File: src/rtl/apb_requester_q.sv
`timescale 1ns/1ps
// APB4 requester: buffers requests in a DEPTH-entry FIFO, decodes the completer from the
// address, runs one APB transfer at a time and returns one in-order response per request.
module apb_requester_q #(
    parameter int unsigned ADDR_WIDTH = 32,
    parameter int unsigned DATA_WIDTH = 32,
    parameter int unsigned NCOMP      = 4,
    parameter int unsigned DEPTH      = 4,
    parameter int unsigned SEL_LSB    = 12,
    parameter int unsigned TIMEOUT    = 16
) (
    input  logic                    PCLK,
    input  logic                    PRESETn,
    input  logic                    req_valid,
    output logic                    req_ready,
    input  logic                    req_write,
    input  logic [ADDR_WIDTH-1:0]   req_addr,
    input  logic [DATA_WIDTH-1:0]   req_wdata,
    input  logic [DATA_WIDTH/8-1:0] req_strb,
    output logic                    rsp_valid,
    input  logic                    rsp_ready,
    output logic [DATA_WIDTH-1:0]   rsp_rdata,
    output logic                    rsp_err,
    output logic                    busy,
    output logic [NCOMP-1:0]        PSELx,
    output logic                    PENABLE,
    output logic                    PWRITE,
    output logic [ADDR_WIDTH-1:0]   PADDR,
    output logic [DATA_WIDTH-1:0]   PWDATA,
    output logic [DATA_WIDTH/8-1:0] PSTRB,
    input  logic                    PREADY,
    input  logic                    PSLVERR,
    input  logic [DATA_WIDTH-1:0]   PRDATA
);
    localparam int unsigned SW = DATA_WIDTH / 8;
    localparam int unsigned IW = $clog2(NCOMP);
    localparam int unsigned PW = $clog2(DEPTH);
    localparam int unsigned CW = $clog2(DEPTH + 1);
    localparam int unsigned TW = (TIMEOUT < 2) ? 1 : $clog2(TIMEOUT);
    localparam logic [TW-1:0] WAIT_LAST = (TIMEOUT == 0) ? '0 : TW'(TIMEOUT - 1);

    typedef enum logic [1:0] {StIdle, StSetup, StAccess, StResp} state_e;

    state_e                state_q, state_d;
    logic                  fifo_write_q [DEPTH];
    logic [ADDR_WIDTH-1:0] fifo_addr_q  [DEPTH];
    logic [DATA_WIDTH-1:0] fifo_wdata_q [DEPTH];
    logic [SW-1:0]         fifo_strb_q  [DEPTH];
    logic [PW-1:0]         wptr_q, rptr_q;
    logic [CW-1:0]         count_q;

    logic [ADDR_WIDTH-1:0] paddr_q;
    logic                  pwrite_q;
    logic [DATA_WIDTH-1:0] pwdata_q;
    logic [SW-1:0]         pstrb_q;
    logic [IW-1:0]         idx_q;
    logic [DATA_WIDTH-1:0] rdata_q;
    logic                  err_q;
    logic [TW-1:0]         wait_q;

    logic                  push, pop, empty, head_err, timeout_hit;
    logic                  head_write;
    logic [ADDR_WIDTH-1:0] head_addr;
    logic [DATA_WIDTH-1:0] head_wdata;
    logic [SW-1:0]         head_strb;

    assign empty      = (count_q == '0);
    assign req_ready  = (count_q != CW'(DEPTH));
    assign push       = req_valid && req_ready;
    assign pop        = !empty && ((state_q == StIdle) || (state_q == StResp && rsp_ready));
    assign head_write = fifo_write_q[rptr_q];
    assign head_addr  = fifo_addr_q[rptr_q];
    assign head_wdata = fifo_wdata_q[rptr_q];
    assign head_strb  = fifo_strb_q[rptr_q];
    // Any address bit above the completer-index field means no completer owns it.
    assign head_err   = |(head_addr >> (SEL_LSB + IW));
    assign timeout_hit = (TIMEOUT != 0) && (wait_q == WAIT_LAST);

    always_ff @(posedge PCLK) begin
        if (push) begin
            fifo_write_q[wptr_q] <= req_write;
            fifo_addr_q[wptr_q]  <= req_addr;
            fifo_wdata_q[wptr_q] <= req_wdata;
            fifo_strb_q[wptr_q]  <= req_strb;
        end
    end

    always_ff @(posedge PCLK or negedge PRESETn) begin
        if (!PRESETn) begin
            wptr_q  <= '0;
            rptr_q  <= '0;
            count_q <= '0;
        end else begin
            if (push) wptr_q <= wptr_q + PW'(1);
            if (pop)  rptr_q <= rptr_q + PW'(1);
            if (push && !pop)      count_q <= count_q + CW'(1);
            else if (pop && !push) count_q <= count_q - CW'(1);
        end
    end

    always_ff @(posedge PCLK or negedge PRESETn) begin
        if (!PRESETn) state_q <= StIdle;
        else          state_q <= state_d;
    end

    always_comb begin
        state_d = state_q;
        unique case (state_q)
            StIdle:   if (!empty) state_d = head_err ? StResp : StSetup;
            StSetup:  state_d = StAccess;
            StAccess: if (PREADY || timeout_hit) state_d = StResp;
            StResp: begin
                if (rsp_ready) begin
                    if (!empty) state_d = head_err ? StResp : StSetup;
                    else        state_d = StIdle;
                end
            end
            default:  state_d = StIdle;
        endcase
    end

    always_ff @(posedge PCLK or negedge PRESETn) begin
        if (!PRESETn) begin
            paddr_q  <= '0;
            pwrite_q <= 1'b0;
            pwdata_q <= '0;
            pstrb_q  <= '0;
            idx_q    <= '0;
            rdata_q  <= '0;
            err_q    <= 1'b0;
            wait_q   <= '0;
        end else if (pop) begin
            if (head_err) begin
                rdata_q <= '0;
                err_q   <= 1'b1;
            end else begin
                paddr_q  <= head_addr;
                pwrite_q <= head_write;
                pwdata_q <= head_write ? head_wdata : '0;
                pstrb_q  <= head_write ? head_strb : '0;
                idx_q    <= head_addr[SEL_LSB +: IW];
                wait_q   <= '0;
            end
        end else if (state_q == StAccess) begin
            // PREADY on the timeout edge takes priority: the transfer completes normally.
            if (PREADY) begin
                rdata_q <= pwrite_q ? '0 : PRDATA;
                err_q   <= PSLVERR;
            end else if (timeout_hit) begin
                rdata_q <= '0;
                err_q   <= 1'b1;
            end else begin
                wait_q <= wait_q + TW'(1);
            end
        end
    end

    always_comb begin
        PSELx     = '0;
        PENABLE   = 1'b0;
        rsp_valid = 1'b0;
        unique case (state_q)
            StSetup:  PSELx[idx_q] = 1'b1;
            StAccess: begin
                PSELx[idx_q] = 1'b1;
                PENABLE      = 1'b1;
            end
            StResp:   rsp_valid = 1'b1;
            default:  ;
        endcase
    end

    assign PADDR     = paddr_q;
    assign PWRITE    = pwrite_q;
    assign PWDATA    = pwdata_q;
    assign PSTRB     = pstrb_q;
    assign rsp_rdata = rdata_q;
    assign rsp_err   = err_q;
    assign busy      = !empty || (state_q != StIdle);

endmodule
File: config.mk
export PLATFORM = sky130hd
export DESIGN_NAME = apb_requester_q
export DESIGN_NICKNAME = d
export VERILOG_FILES = /design/src/rtl/apb_requester_q.sv
export SDC_FILE = /design/constraint.sdc
export NUM_CORES = 1
export LEC_CHECK = 0
export BUFFER_PORTS_ARGS = -buffer_cell sky130_fd_sc_hd__buf_2
export CAP_MARGIN = 20
export CORE_ASPECT_RATIO = 1.5
export CORE_MARGIN = 2
export CORE_UTILIZATION = 55
export DETAILED_ROUTE_END_ITERATION = 8
export GPL_TIMING_DRIVEN = 0
export PLACE_DENSITY = 0.77
export SLEW_MARGIN = 10
export SYNTH_ARGS = -nofsm -noshare
export SYNTH_HDL_FRONTEND = slang
export SYNTH_SLANG_ARGS = --single-unit
File: constraint.sdc
create_clock -name PCLK -period 3.27 [get_ports PCLK]
set_clock_uncertainty 0.15 [all_clocks]
set_input_delay 0 -clock PCLK [delete_from_list [all_inputs] [get_ports PCLK]]
set_output_delay 0 -clock PCLK [all_outputs]
set_load 0.01 [all_outputs]
==> summary.md <==
| Metric | Value |
|---|---|
| Outcome | `completed` |
| Final Cell Area | `18600 um2` |
| Yosys top cell area share | `56.3%` |
| Overall routing resource usage | `22.1%` |
| Residual DRC | `0` |
| Dominant synthesized flop cell | `edfxtp_1` |
| Global-route wire length before repair | `46200 um` |
| Sink Count | `391` |
| Num rows | `between 70 and 80` |
| Worst hold slack | `0.0845 ns` |
| Syn_nets | `856` |
| Final min period | `3.04 ns` |
| Tcrit/Tclk final | `92.9%` |
| Post-synthesis sequential area ratio | `75.9%` |
| DRT antenna net count | `0` |
| Die height | `204 um` |
| Via count | `7988` |
| Drt first-iter violations | `524` |
| Worst slew pin tran | `0.723 ns` |
| Reg area | `11200 um2` |
| Critical path startpoint category | `flip-flop` |
| Cell with the largest stage delay on the worst path | `mux4_2` |
| Core footprint | `26400 um2` |
| I/O Pins | `217` |
| Post-synth top area cell | `edfxtp_1` |
| TritonCTS buffer count | `36` |
| Rel. slew slack | `between 50% and 60%` |
| Critical path class | `flip-flop to flip-flop` |
| CP required | `3.51 ns` |
| Tightest Hold Check Type | `input pin to flip-flop` |
| Die extent in x | `138 um` |
| IO Port Bufs | `216` |
| CTS tree | `built` |
| Fraction of layout cells with a size suffix above 1 | `35.5%` |
| Leakage | `0.00773 uW` |
| Worst Path Arrival | `~3.3 ns` |
| CTS clk-pin slew, worst paths | `around 0.06 ns` |
| Starting Density | `a little under three fifths` |
| Max_cap viols | `0` |
| # nets final | `1226` |
| Fmax achieved | `0.329 GHz` |
| Vias in the first global route | `8557` |
| Crit path largest cell delay | `0.56 ns` |
| Worst Path Buf+Inv | `4` |
| Final count of hold timing violations | `0` |
| Crit path max-delay family | `buffers and inverters` |
| Area Growth Syn to Fin | `26.6%` |
| Cell mode on critical path | `buf_2` |
| YS warnings | `0` |
| Global route total overflow | `0` |
| Crit path capture type | `flip-flop` |
| DR WL/cell | `20.9 um` |
| Area of the multi-input gates | `3390 um2` |
| Ordered cell list for the critical path | `clkbuf_1 > buf_2 > buf_2 > buf_2 > mux4_2 > mux2_4` |
| Synth cell types | `46` |
| Routed Wire Length | `30700 um` |
| VDD IR max | `0.629 mV` |
| H-tree depth | `2` |
| Cell Area, Synth | `14700 um2` |
| Antenna violations before repair | `1` |
| Final Core Density | `just over 70%` |
| CTS max path bufs | `3` |
| GPL Wtd Cong | `roughly 0.73` |
| DP Area | `16400 um2` |
| RSZ-0062 raised after global routing | `false` |
| Post-Syn Area per Cell | `about 20 um2` |
| Drt via density | `5.43` |
| Final setup viols | `0` |
| Die footprint | `28100 um2` |
| Hpwl dp | `18600 um` |
| R2R Setup Slk | `0.23 ns` |
| Top post-synthesis cells by area | `edfxtp_1, dfrtp_1, mux4_2` |
| Largest net degree at the start of global routing | `87` |
| Synth async-reset ratio | `29.4%` |
| Post-Syn Instances | `737` |
| Max Transition Viols Final | `0` |
| Number of synthesized flops with an enable pin | `276` |
| Crit path max fanout | `10` |
| Root Buffer Master | `clkbuf_16` |
| Total design power | `13500 uW` |
| Worst-Skew Late Latency | `approximately 0.51 ns` |
| Pre-Repair DR Iteration Count | `4` |
| Layout filler cell count | `1620` |
| Yosys reg bits | `391` |
| PD cells | `726 nW/um2` |
-- metal layers --
metal,GRT usage (%),up-vias,wire length (um)
li1,-,3626,-
met2,41.6,290,16700
met4,7.51,0,852
met5,0,-,0
met1,24.8,4008,11400
met3,4.12,64,1760
-- layout make-up --
cell class	instances	share of cell area, %
inverters	9	0.181
clock buffers	49	5.47
clock inverters	15	0.557
flip-flops and latches	391	59.9
repair buffers	332	12.5
plain buffers	31	0.900
multi-input cells	306	18.2
well taps	337	2.26
diodes	1	0.0134
-- worst paths after layout --
kind | cells past startpoint | startpoint | end
worst max-delay path | 6 | rptr_q[0] | PADDR[12]
worst min-delay path | 2 | req_addr[19] | fifo_addr_q[1][19]
worst max register to register | 6 | rptr_q[0] | PADDR[12]
worst min register to register | 1 | PADDR[21] | PADDR[21]
max in group asynchronous | 4 | PRESETn | PWDATA[19]
min in group asynchronous | 4 | PRESETn | PADDR[24]
-- Yosys cell counts, types with 2 or more instances --
library cell	n
a22o_1	34
inv_1	9
dfrtp_1	115
a21oi_1	4
or3_1	2
ha_1	11
a31oi_1	2
o31ai_1	2
nor4b_1	2
a21o_1	2
nor3b_1	2
nand2b_1	2
nor2b_1	37
nor2_1	19
o41ai_2	2
xnor2_1	4
o21ai_0	4
and2_1	20
or4_1	8
edfxtp_1	276
nand2_1	9
mux2i_1	2
nor4_1	7
nand3_1	3
buf_6	5
buf_1	3
buf_2	6
mux2_2	5
o32ai_1	4
mux4_2	51
xor2_1	2
clkbuf_1	16
and3_1	7
a21boi_0	2
mux2_4	47
-- sequential cells by signal, summed over array words and instances, names as in the netlist, 4 cells and up --
signal / cells
rsp_rdata: 32
PSTRB: 4
fifo_addr_q: 128
fifo_write_q: 4
wait_q: 4
PADDR: 32
fifo_wdata_q: 128
fifo_strb_q: 16
PWDATA: 32
-- what timing repair did --
item | 4_1_cts | 5_1_grt
hold endpoints to repair | 476 | 0
cloned | 0 | 0
hold buffers | 111 | 0
setup endpoints to repair | 68 | 2
resized for setup | 3 | 1
setup buffers | 0 | 0
-- logic make-up (layout without fill, tap and decap cells) --
group                      after synthesis  after routing  share of synthesized area [%]
DFF                                    391            391                           75.9
and+or+nand+nor                        122            122                           4.83
muxes                                  105            105                           13.1
AOI/OAI and AO/OA                       61             61                           3.40
buffers and inverters                   40            436                           1.35
adders and majority gates               12             12                           1.07
xor gates and xnor gates                 6              6                          0.357
other                                    0              1                              0
-- power by group --
| group | leakage, uW | internal (uW) | switching, uW | total, uW |
|---|---|---|---|---|
| logic | 0.00307 | 1430 | 1750 | 3180 |
| clock network | 0.000562 | 2270 | 1690 | 3960 |
| registers | 0.00410 | 6170 | 211 | 6380 |
| total | 0.00773 | 9860 | 3650 | 13500 |
-- stage by stage --
step                      instances  setup slack (ns)  TNS (ns)
after floorplan                 737             0.373         0
after global placement         1290            -0.909   -245.36
after detailed placement       1295            -0.297     -8.54
after CTS                      1470            0.0948         0
after global routing           1471            0.0291         0
final                          1471             0.231         0
-- cells in the final DEF, fill, tap and decap left out, types with 4 or more instances in the layout --
| cell | netlist | routed |
|---|---|---|
| o21ai_0 | 4 | 4 |
| clkinv_1 | 0 | 4 |
| and2_1 | 20 | 20 |
| edfxtp_1 | 276 | 276 |
| clkinv_2 | 0 | 7 |
| buf_6 | 5 | 6 |
| dfrtp_1 | 115 | 115 |
| o32ai_1 | 4 | 4 |
| or4_1 | 8 | 8 |
| and3_4 | 0 | 4 |
| clkbuf_1 | 16 | 22 |
| mux2_4 | 47 | 47 |
| clkbuf_8 | 0 | 4 |
| clkbuf_16 | 0 | 37 |
| nor2_1 | 19 | 19 |
| ha_1 | 11 | 11 |
| nand2_1 | 9 | 9 |
| a22o_1 | 34 | 34 |
| dlygate4sd3_1 | 0 | 110 |
| inv_1 | 9 | 9 |
| mux2_2 | 5 | 5 |
| xnor2_1 | 4 | 4 |
| buf_2 | 6 | 223 |
| mux4_2 | 51 | 51 |
| nor2b_1 | 37 | 37 |
| a21oi_1 | 4 | 4 |
| nor4_1 | 7 | 7 |
Note: power is estimated with default switching activity, not from simulation.
